**config.mk**
```make
export PLATFORM = sky130hd
export DESIGN_NAME = decode_queue_flat
export DESIGN_NICKNAME = d
export VERILOG_FILES = /design/src/rtl/decode_queue_if.sv /design/src/rtl/decode_queue.sv /design/src/flat_wrapper.sv
export SDC_FILE = /design/constraint.sdc
export NUM_CORES = 1
export LEC_CHECK = 0
export ABC_CLOCK_PERIOD_IN_PS = 22900
export CAP_MARGIN = 10
export CORE_ASPECT_RATIO = 1.4
export CORE_MARGIN = 5
export CORE_UTILIZATION = 38
export DETAILED_ROUTE_END_ITERATION = 7
export PLACE_DENSITY = 0.57
export SETUP_SLACK_MARGIN = 0.2
export SKIP_CTS_REPAIR_TIMING = 1
export SYNTH_ARGS = -nofsm -noshare
export SYNTH_HDL_FRONTEND = slang
export SYNTH_SLANG_ARGS = --single-unit
```
**constraint.sdc**
```tcl
create_clock -name clk -period 22.9 [get_ports clk]
set_input_delay 4.58 -clock clk [delete_from_list [all_inputs] [get_ports clk]]
set_output_delay 4.58 -clock clk [all_outputs]
set_load 0.02 [all_outputs]
```
**src/rtl/decode_queue_if.sv**
```systemverilog
// Fetch/decode handshake bundle for decode_queue: multi-lane push side,
// multi-lane pop side and the occupancy count.
interface decode_queue_if #(
  parameter int WIDTH = 2,
  parameter int CNT_W = 4
);
  logic [WIDTH-1:0]    in_valid;
  logic [WIDTH*32-1:0] in_pc;
  logic [WIDTH*32-1:0] in_instr;
  logic [WIDTH*6-1:0]  in_exc;
  logic [WIDTH-1:0]    in_is_jump;
  logic                in_ready;
  logic [WIDTH-1:0]    out_valid;
  logic [WIDTH*32-1:0] out_pc;
  logic [WIDTH*32-1:0] out_instr;
  logic [WIDTH*6-1:0]  out_exc;
  logic [WIDTH-1:0]    out_in_ds;
  logic [WIDTH-1:0]    out_ready;
  logic [CNT_W-1:0]    count;

  modport master (
    output in_valid, in_pc, in_instr, in_exc, in_is_jump, out_ready,
    input  in_ready, out_valid, out_pc, out_instr, out_exc, out_in_ds, count
  );

  modport slave (
    input  in_valid, in_pc, in_instr, in_exc, in_is_jump, out_ready,
    output in_ready, out_valid, out_pc, out_instr, out_exc, out_in_ds, count
  );
endinterface

```
**src/rtl/decode_queue.sv**
```systemverilog
// Multi-lane circular instruction queue between fetch and decode; tags each
// entry with a delay-slot flag taken from the previously pushed entry.
module decode_queue #(
  parameter int DEPTH = 8,
  parameter int WIDTH = 2,
  parameter int CNT_W = $clog2(DEPTH + 1)
) (
  input  logic           clk,
  input  logic           reset,
  input  logic           flush,
  decode_queue_if.slave  q
);

  localparam int PTR_W = $clog2(DEPTH);

  logic [PTR_W-1:0] rd_ptr_q, rd_ptr_d;
  logic [PTR_W-1:0] wr_ptr_q, wr_ptr_d;
  logic [CNT_W-1:0] count_q, count_d;
  logic             last_jump_q, last_jump_d;

  logic [31:0] pc_q    [DEPTH];
  logic [31:0] instr_q [DEPTH];
  logic [5:0]  exc_q   [DEPTH];
  logic        ds_q    [DEPTH];

  logic             push_ok;
  logic [CNT_W-1:0] push_n;
  logic [CNT_W-1:0] pop_n;
  logic [WIDTH-1:0] ds_lane;
  logic             jump_hi;

  function automatic logic [CNT_W-1:0] popcnt(input logic [WIDTH-1:0] v);
    logic [CNT_W-1:0] c;
    c = '0;
    for (int i = 0; i < WIDTH; i++) c = c + CNT_W'(v[i]);
    return c;
  endfunction

  function automatic logic thermo(input logic [WIDTH-1:0] v);
    return (v & (v + 1'b1)) == '0;
  endfunction

  // Room check looks only at registered occupancy, so a same-cycle pop never frees space.
  assign q.in_ready = (CNT_W'(DEPTH) - count_q) >= CNT_W'(WIDTH);
  assign q.count    = count_q;

  assign push_ok = q.in_ready && !flush;
  assign push_n  = push_ok ? popcnt(q.in_valid) : '0;
  assign pop_n   = popcnt(q.out_valid & q.out_ready);

  always_comb begin
    ds_lane    = '0;
    ds_lane[0] = last_jump_q;
    for (int i = 1; i < WIDTH; i++) ds_lane[i] = q.in_is_jump[i-1];
  end

  // is_jump of the highest offered lane becomes the next push's lane-0 tag.
  always_comb begin
    jump_hi = last_jump_q;
    for (int i = 0; i < WIDTH; i++) begin
      if (q.in_valid[i]) jump_hi = q.in_is_jump[i];
    end
  end

  always_comb begin
    rd_ptr_d    = rd_ptr_q;
    wr_ptr_d    = wr_ptr_q;
    count_d     = count_q;
    last_jump_d = last_jump_q;
    if (flush) begin
      rd_ptr_d    = '0;
      wr_ptr_d    = '0;
      count_d     = '0;
      last_jump_d = 1'b0;
    end else begin
      rd_ptr_d = rd_ptr_q + PTR_W'(pop_n);
      wr_ptr_d = wr_ptr_q + PTR_W'(push_n);
      count_d  = count_q + push_n - pop_n;
      if (push_n != '0) last_jump_d = jump_hi;
    end
  end

  always_ff @(posedge clk) begin
    if (reset) begin
      rd_ptr_q    <= '0;
      wr_ptr_q    <= '0;
      count_q     <= '0;
      last_jump_q <= 1'b0;
    end else begin
      rd_ptr_q    <= rd_ptr_d;
      wr_ptr_q    <= wr_ptr_d;
      count_q     <= count_d;
      last_jump_q <= last_jump_d;
    end
  end

  // Payload storage carries no reset; occupancy alone decides what is visible.
  always_ff @(posedge clk) begin
    for (int i = 0; i < WIDTH; i++) begin
      if (push_ok && q.in_valid[i]) begin
        pc_q[wr_ptr_q + PTR_W'(i)]    <= q.in_pc[32*i +: 32];
        instr_q[wr_ptr_q + PTR_W'(i)] <= q.in_instr[32*i +: 32];
        exc_q[wr_ptr_q + PTR_W'(i)]   <= q.in_exc[6*i +: 6];
        ds_q[wr_ptr_q + PTR_W'(i)]    <= ds_lane[i];
      end
    end
  end

  always_comb begin
    q.out_valid = '0;
    q.out_pc    = '0;
    q.out_instr = '0;
    q.out_exc   = '0;
    q.out_in_ds = '0;
    for (int i = 0; i < WIDTH; i++) begin
      if (CNT_W'(i) < count_q) begin
        q.out_valid[i]        = 1'b1;
        q.out_pc[32*i +: 32]    = pc_q[rd_ptr_q + PTR_W'(i)];
        q.out_instr[32*i +: 32] = instr_q[rd_ptr_q + PTR_W'(i)];
        q.out_exc[6*i +: 6]     = exc_q[rd_ptr_q + PTR_W'(i)];
        q.out_in_ds[i]          = ds_q[rd_ptr_q + PTR_W'(i)];
      end
    end
  end

  a_thermo: assert property (@(posedge clk) disable iff (reset)
    thermo(q.in_valid) && thermo(q.out_ready))
    else $error("decode_queue: non-thermometer in_valid/out_ready");

endmodule
```
**src/flat_wrapper.sv**
```systemverilog
// flat-port wrapper written by rule: the top's interface ports become plain ports
module decode_queue_flat 
#(
  parameter int DEPTH = 8,
  parameter int WIDTH = 2,
  parameter int CNT_W = $clog2(DEPTH + 1)
)
  (clk, reset, flush, q_in_valid, q_in_pc, q_in_instr, q_in_exc, q_in_is_jump, q_out_ready, q_in_ready, q_out_valid, q_out_pc, q_out_instr, q_out_exc, q_out_in_ds, q_count);
  decode_queue_if #(.WIDTH(WIDTH), .CNT_W(CNT_W)) q_i ();
  input  logic clk;
  input  logic reset;
  input  logic flush;
  input wire logic [$bits(q_i.in_valid)-1:0] q_in_valid;
  input wire logic [$bits(q_i.in_pc)-1:0] q_in_pc;
  input wire logic [$bits(q_i.in_instr)-1:0] q_in_instr;
  input wire logic [$bits(q_i.in_exc)-1:0] q_in_exc;
  input wire logic [$bits(q_i.in_is_jump)-1:0] q_in_is_jump;
  input wire logic [$bits(q_i.out_ready)-1:0] q_out_ready;
  output wire logic [$bits(q_i.in_ready)-1:0] q_in_ready;
  output wire logic [$bits(q_i.out_valid)-1:0] q_out_valid;
  output wire logic [$bits(q_i.out_pc)-1:0] q_out_pc;
  output wire logic [$bits(q_i.out_instr)-1:0] q_out_instr;
  output wire logic [$bits(q_i.out_exc)-1:0] q_out_exc;
  output wire logic [$bits(q_i.out_in_ds)-1:0] q_out_in_ds;
  output wire logic [$bits(q_i.count)-1:0] q_count;
  assign q_i.in_valid = q_in_valid;
  assign q_i.in_pc = q_in_pc;
  assign q_i.in_instr = q_in_instr;
  assign q_i.in_exc = q_in_exc;
  assign q_i.in_is_jump = q_in_is_jump;
  assign q_i.out_ready = q_out_ready;
  assign q_in_ready = q_i.in_ready;
  assign q_out_valid = q_i.out_valid;
  assign q_out_pc = q_i.out_pc;
  assign q_out_instr = q_i.out_instr;
  assign q_out_exc = q_i.out_exc;
  assign q_out_in_ds = q_i.out_in_ds;
  assign q_count = q_i.count;
  decode_queue #(.DEPTH(DEPTH), .WIDTH(WIDTH), .CNT_W(CNT_W)) u_core (.clk(clk), .reset(reset), .flush(flush), .q(q_i));
endmodule
```
==> results of run 1 <==
[cells by family (layout without fill, tap and decap cells)]
family	Yosys count	in the layout	share of synthesized area (%)
DFF	579	579	51.6
muxes	924	924	40.4
AOI/OAI and AO/OA	85	85	1.31
adders and majority gates	18	18	0.763
and+or+nand+nor	254	254	3.38
buffers and inverters	177	469	2.30
other	0	6	0
xor gates and xnor gates	9	9	0.258
[registers in the layout, summed over array words and instances, names as in the netlist]
signal and cells:
u_core.pc_q 256, u_core.instr_q 256, u_core.last_jump_q 1, u_core.ds_q 8, u_core.q.count 4, u_core.rd_ptr_q 3
u_core.wr_ptr_q 3, u_core.exc_q 48
[layout make-up]
cell class                      count  area, um2  share of cell area, %
Inverter                           16       60.1                  0.152
Antenna cell                        6       15.0                 0.0380
Timing Repair Buffer              340       3300                   8.34
Clock inverter                     30        184                  0.465
Tap cell                         1170       1460                   3.70
Clock buffer                       83       1650                   4.18
Sequential cell                   579      17300                   43.7
Multi-Input combinational cell   1290      15600                   39.4
[final timing paths]
| path | startpoint | to | depth (start not counted) |
|---|---|---|---|
| hold / removal | u_core.last_jump_q | u_core.last_jump_q | 2 |
| setup reg to reg | u_core.wr_ptr_q[1] | u_core.pc_q[6][14] | 5 |
| setup / recovery | u_core.rd_ptr_q[0] | q_out_in_ds[1] | 6 |
| hold reg to reg | u_core.last_jump_q | u_core.last_jump_q | 2 |
[stage by stage]
stage	hold slack, ps	setup WS, ps	instance area (um2)
floorplan	544	12040	33500
global placement	631	14010	37700
detailed placement	665	13910	37700
CTS	672	13320	39500
global route	721	13120	39500
finish	684	13380	39500
[cells in the mapped netlist (all sizes together)]
| cell | instances | share of area (%) |
|---|---|---|
| nand2 | 144 | 1.6 |
| mux2i | 72 | 2.2 |
| a211oi | 1 | 0.022 |
| edfxtp | 568 | 51 |
| a41oi | 1 | 0.026 |
| nand2b | 2 | 0.037 |
| o21ai | 7 | 0.10 |
| fa | 4 | 0.24 |
| or2 | 1 | 0.019 |
| and3 | 1 | 0.019 |
| clkbuf | 58 | 0.65 |
| xor2 | 4 | 0.10 |
| nor3 | 1 | 0.015 |
| mux2 | 568 | 19 |
| nand4 | 1 | 0.019 |
| xnor2 | 5 | 0.15 |
| o31ai | 2 | 0.045 |
| nand3 | 9 | 0.40 |
| a21o | 1 | 0.022 |
| inv | 16 | 0.18 |
| and2 | 8 | 0.15 |
| ha | 14 | 0.52 |
| dfxtp | 11 | 0.66 |
| buf | 103 | 1.5 |
| nor2 | 79 | 0.89 |
| a21oi | 73 | 1.1 |
| nor2b | 2 | 0.037 |
| and4b | 1 | 0.030 |
| mux4 | 284 | 19 |
| nand3b | 1 | 0.022 |
| or4 | 1 | 0.022 |
| nor4b | 2 | 0.090 |
| nor4 | 1 | 0.019 |
[power by group through the flow]
stage	clock [mW]	sequential, mW	combinational [mW]
floorplan	0	1.32	0.911
global placement	0	1.34	1.46
detailed placement	0	1.34	1.47
CTS	0.970	1.32	1.48
global route	1.01	1.33	1.55
finish	0.946	1.32	1.46
[metal layers]
metal	global-route usage, %	up-vias	share of wire [%]
met5	0	-	0.056
met4	6.05	10	2.7
met3	4.44	170	6.4
met2	39.8	709	51
met1	28.7	11078	39
li1	-	8779	-
[worst register-to-register path, cell delays in order (launching register included)]
cell                      delay, ps
sky130_fd_sc_hd__dfxtp_1        570
sky130_fd_sc_hd__ha_1           310
sky130_fd_sc_hd__xor2_1         660
sky130_fd_sc_hd__nand3_4        900
sky130_fd_sc_hd__o21ai_4        820
sky130_fd_sc_hd__buf_4          960
==> insert_results.sql, run 1 <==
INSERT INTO impl_metrics (metric_group, metric, value, unit) VALUES
('global_route', 'grt_pass1_vias', '22647', ''),
('pwr', 'max-vdd-ir-drop', '0.0586', 'mV'),
('timing', 'min_period', '9520', 'ps'),
('global_route', 'gr-total-overflow', '0', ''),
('cts', 'tritoncts', 'done', ''),
('global_route', 'grt_max_degree', '69', ''),
('finish', 'layout.cells.non_filler', '3514', ''),
('drt', 'drt-vias-per-instance', '5.90', ''),
('die', 'row_count', '128', ''),
('cts', 'clkSinkCount', '579', ''),
('pwr', 'power_share_of_the_combinational_group', '39.1', '%'),
('synth', 'synth_fp_nets', '2213', ''),
('timing', 'grt_setup_unrepaired', 'false', ''),
('outcome', 'status', 'completed', ''),
('worst_setup_path', 'worstPathCellList', 'ha_4, buf_4, mux4_2, nand2_1, a21oi_1, clkdlybuf4s50_1', ''),
('pwr', 'power.share.clock', '25.4', '%'),
('finish', 'layout-drive-gt1-share', '37.6', '%'),
('global_route', 'antenna_found_initial', '13', ''),
('worst_setup_path', 'cp_slowest_cell', 'sky130_fd_sc_hd__dfxtp_4', ''),
('drt', 'ant_nets', '0', ''),
('cts', 'worst_setup_hold_path_clk_slew', '60', 'ps'),
('drt', 'detailedRoute.firstIterationViolations', '1457', ''),
('finish', 'layout.core_utilization', '45.3', '%'),
('drt', 'drt_drc_violations_left', '0', ''),
('worst_setup_path', 'reg2reg_slack', '18260', 'ps'),
('timing', 'skew', '16.8', 'ps'),
('synth', 'yosys_cell_types', '38', ''),
('worst_setup_path', 'worst_ep_required_time', '18320', 'ps'),
('pwr', 'power.share.switching', '34.0', '%'),
('worst_hold_path', 'worst_hold_path_type', 'flip-flop to flip-flop', ''),
('pwr', 'power_density', '94.2', 'mW/mm2'),
('place', 'globalplace.congestion', '0.759', ''),
('cts', 'clock_latency', '630', 'ps'),
('worst_setup_path', 'critPathKind', 'flip-flop to output pin', ''),
('timing', 'clock.fmax', '105', 'MHz'),
('worst_setup_path', 'worst_path_buf_inv', '2', ''),
('finish', 'highest_count_cells_in_the_layout_ignoring_fill_and_taps', 'sky130_fd_sc_hd__edfxtp_1, sky130_fd_sc_hd__mux2_2, sky130_fd_sc_hd__clkdlybuf4s50_1', ''),
('timing', 'fin_crit_sh', '41.6', '%'),
('finish', 'finalNetCount', '2455', ''),
('synth', 'post_syn_area_per_cell', '16.4', 'um2'),
('die', 'die_area', '0.0942', 'mm2'),
('drt', 'drt-total-wl', '108000', 'um'),
('synth', 'syn-instance-count', '2046', ''),
('place', 'port-buffer-count', '297', ''),
('pwr', 'seq_power_share', '35.5', '%'),
('cts', 'clk_root_buf', 'sky130_fd_sc_hd__clkbuf_16', ''),
('cts', 'clockBufferDepth', '3', ''),
('cts', 'tritoncts.num_buffers', '61', ''),
('global_route', 'grt_pass1_wl', '157000', 'um'),
('die', 'die_height', '361', 'um'),
('worst_setup_path', 'startpoint_type', 'flip-flop', ''),
('synth', 'yosys_reg_bits', '579', ''),
('die', 'top_level_ports', '298', ''),
('cts', 'htreeDepth', '2', ''),
('worst_setup_path', 'path_max_fanout', '61', ''),
('timing', 'slew_worst_pin', '1180', 'ps'),
('drt', 'firstDrtPassIters', '5', ''),
('finish', 'final.fill_count', '7633', ''),
('worst_setup_path', 'critical_path.top_delay_family', 'buffers and inverters', ''),
('synth', 'netlist_area', '0.0335', 'mm2'),
('pwr', 'leakagePower', '12.4', 'nW'),
('timing', 'setup-tns-final', '0', 'ps'),
('pwr', 'internal-power', '2.46', 'mW'),
('finish', 'commonest_non_fill_non_tap_cell_in_the_layout', 'sky130_fd_sc_hd__edfxtp_1', ''),
('drt', 'vias', '20746', ''),
('pwr', 'finalPower', '3.72', 'mW'),
('timing', 'final-hold-violation-count', '0', ''),
('worst_setup_path', 'arrival', '4940', 'ps'),
('worst_setup_path', 'worst_setup_path_end_kind', 'output pin', ''),
('synth', 'ys_seq_area_share', '51.6', '%'),
('timing', 'final_max_slew_viol_count', '0', ''),
('synth', 'yosys_warnings', '0', ''),
('finish', 'syn2layout_area_growth', '18.1', '%'),
('worst_setup_path', 'critical_path.max_stage_delay', '1030', 'ps'),
('drt', 'wire_per_inst', '30.8', 'um'),
('place', 'dp.cells', '3395', ''),
('timing', 'setup-violations-final', '0', ''),
('global_route', 'grt_usage', '22.6', '%'),
('die', 'area_inside_the_core_boundary', '0.0873', 'mm2'),
('place', 'detailedPlacementHpwl', '61600', 'um'),
('die', 'starting_density', '38.3', '%'),
('die', 'die-width', '261', 'um'),
('timing', 'max_slew_margin', '21.4', '%'),
('run', 'max-cap-violations', '0', ''),
('pwr', 'p_sw', '1.27', 'mW');
No activity file was read; power rests on OpenSTA's default activity.
==> run 2, diff against run 1 <==
Settings changed: ABC_CLOCK_PERIOD_IN_PS 22900 to 9700.
Clock period 22.9 ns to 9.7 ns, I/O delays scaled along.
==> run 2 against run 1 <==
  * Clock skew shrank 1.5 ps
  * First-iteration DRC count increased by 5.1%
  * Worst hold slack got worse by 34 ps
  * Sequential power increased by 130%
  * Power grew 140%
  * Global-route usage decreased by 0.22 points
  * Cell area rose by 0.81%
  * Non-clock buffer count shrank 6
  * Wire length shrank 1.1%
  * Utilization is 0.37 points higher
  * Clock-buffer cell count grew 11
  * Combinational power up 140%
==> insert_results.sql, run 2 (synthesized netlist as in run 1, its figures left out) <==
INSERT INTO impl_metrics (metric_group, metric, value, unit) VALUES
('worst_setup_path', 'startpoint_type', 'flip-flop', ''),
('global_route', 'grt_max_degree', '121', ''),
('worst_setup_path', 'path_max_fanout', '120', ''),
('pwr', 'leakagePower', '12.5', 'nW'),
('worst_setup_path', 'reg2reg_slack', '5350', 'ps'),
('global_route', 'grt_pass1_vias', '22770', ''),
('worst_setup_path', 'critPathKind', 'flip-flop to output pin', ''),
('timing', 'clock.fmax', '149', 'MHz'),
('global_route', 'gr-total-overflow', '0', ''),
('drt', 'detailedRoute.firstIterationViolations', '1532', ''),
('cts', 'clkSinkCount', '579', ''),
('cts', 'clk_root_buf', 'sky130_fd_sc_hd__clkbuf_16', ''),
('worst_setup_path', 'arrival', '4750', 'ps'),
('global_route', 'grt_usage', '22.4', '%'),
('timing', 'worst_hold_slack', '650', 'ps'),
('timing', 'setup-violations-final', '0', ''),
('global_route', 'antenna_found_initial', '19', ''),
('drt', 'ant_nets', '0', ''),
('cts', 'tritoncts', 'done', ''),
('place', 'globalplace.congestion', '0.736', ''),
('timing', 'setup-tns-final', '0', 'ps'),
('finish', 'syn2layout_area_growth', '19.1', '%'),
('cts', 'clock_latency', '620', 'ps'),
('timing', 'grt_setup_unrepaired', 'false', ''),
('finish', 'biggestRegsByFlops', 'u_core.instr_q (256), u_core.pc_q (256), u_core.exc_q (48)', ''),
('finish', 'finalNetCount', '2454', ''),
('drt', 'firstDrtPassIters', '5', ''),
('place', 'port-buffer-count', '297', ''),
('pwr', 'max-vdd-ir-drop', '0.202', 'mV'),
('global_route', 'grt_pass1_wl', '156000', 'um'),
('drt', 'drt-vias-per-instance', '5.91', ''),
('cts', 'worst_setup_hold_path_clk_slew', '60', 'ps'),
('cts', 'htreeDepth', '3', ''),
('drt', 'vias', '20790', ''),
('finish', 'highest_count_cells_in_the_layout_ignoring_fill_and_taps', 'sky130_fd_sc_hd__edfxtp_1, sky130_fd_sc_hd__mux2_2, sky130_fd_sc_hd__clkdlybuf4s50_1', ''),
('finish', 'commonest_non_fill_non_tap_cell_in_the_layout', 'sky130_fd_sc_hd__edfxtp_1', ''),
('die', 'row_count', '128', ''),
('outcome', 'status', 'completed', ''),
('timing', 'final-hold-violation-count', '0', ''),
('pwr', 'power_density', '227', 'mW/mm2'),
('finish', 'layout-drive-gt1-share', '37.9', '%'),
('timing', 'final_max_slew_viol_count', '0', ''),
('place', 'detailedPlacementHpwl', '59200', 'um'),
('die', 'die_height', '361', 'um'),
('worst_hold_path', 'worst_hold_path_type', 'flip-flop to flip-flop', ''),
('die', 'die-width', '261', 'um'),
('worst_setup_path', 'worst_ep_required_time', '7760', 'ps'),
('cts', 'tritoncts.num_buffers', '66', ''),
('place', 'post-place-ws', '3530', 'ps'),
('timing', 'min_period', '6690', 'ps'),
('die', 'die_area', '0.0942', 'mm2'),
('timing', 'skew', '15.2', 'ps'),
('die', 'area_inside_the_core_boundary', '0.0873', 'mm2'),
('finish', 'final.fill_count', '7638', ''),
('run', 'max-cap-violations', '0', ''),
('worst_setup_path', 'worst_setup_path_end_kind', 'output pin', ''),
('timing', 'slew_worst_pin', '1100', 'ps'),
('timing', 'final_worst_path_setup_slack', '3010', 'ps'),
('timing', 'max_slew_margin', '26.6', '%'),
('timing', 'fin_crit_sh', '69.0', '%'),
('drt', 'wire_per_inst', '30.5', 'um'),
('die', 'top_level_ports', '298', ''),
('drt', 'drt-total-wl', '107000', 'um'),
('cts', 'clockBufferDepth', '3', ''),
('drt', 'drt_drc_violations_left', '0', ''),
('die', 'starting_density', '38.3', '%');
run 2: cell count changes in the layout (fill, tap and decap cells not counted), sizes merged, moves of 2 or more:
| cell | delta |
|---|---|
| diode | +6 |
| bufinv | +2 |
| buf | -6 |
| clkbuf | +11 |
| clkinv | -6 |
run 2: area by class of cell:
cell class | count | area, um2 | share of cell area (%)
Sequential cell | 579 | 17300 | 43.4
Clock buffer | 94 | 1930 | 4.83
Tap cell | 1170 | 1460 | 3.67
Antenna cell | 12 | 30.0 | 0.0753
Multi-Input combinational cell | 1290 | 15600 | 39.1
Clock inverter | 24 | 210 | 0.527
Inverter | 16 | 60.1 | 0.151
Timing Repair Buffer | 334 | 3300 | 8.28
run 2: worst max-delay path, stage by stage, from the launching register on:
cell and delay (ps):
sky130_fd_sc_hd__dfxtp_4 960, sky130_fd_sc_hd__buf_12 650, sky130_fd_sc_hd__buf_4 860, sky130_fd_sc_hd__mux4_2 360
sky130_fd_sc_hd__nand2_1 60, sky130_fd_sc_hd__a21oi_1 410, sky130_fd_sc_hd__clkdlybuf4s50_1 690
run 2: stage by stage:
step / total power, mW / util, % / instances / instance area (um2)
floorplan: 5.26 / - / 2046 / 33500
global placement: 6.61 / 43.2 / 3389 / 37700
detailed placement: 6.65 / 43.2 / 3389 / 37700
CTS: 9.18 / 45.6 / 3507 / 39800
global route: 9.48 / 45.6 / 3512 / 39800
finish: 9.06 / 45.7 / 3519 / 39900
run 2: final timing paths:
path | cells past startpoint | from | endpoint
setup / recovery | 6 | u_core.rd_ptr_q[0] | q_out_pc[35]
hold / removal | 2 | u_core.last_jump_q | u_core.last_jump_q
setup reg to reg | 13 | u_core.q.count[2] | u_core.q.count[3]
hold reg to reg | 2 | u_core.last_jump_q | u_core.last_jump_q
run 2: layer usage:
metal / global-route usage, % / vias up / routed length (um)
met5: 0 / - / 70
met3: 5.59 / 161 / 7410
met4: 6.74 / 10 / 2820
met2: 39.2 / 733 / 55100
li1: - / 8795 / -
met1: 27.4 / 11091 / 41800
run 2: report_power, final:
part           total, mW  switching (mW)  internal [mW]
Clock               2.51            1.02           1.49
Sequential          3.10           0.119           2.98
Combinational       3.46            1.87           1.59
Total               9.06            3.01           6.05
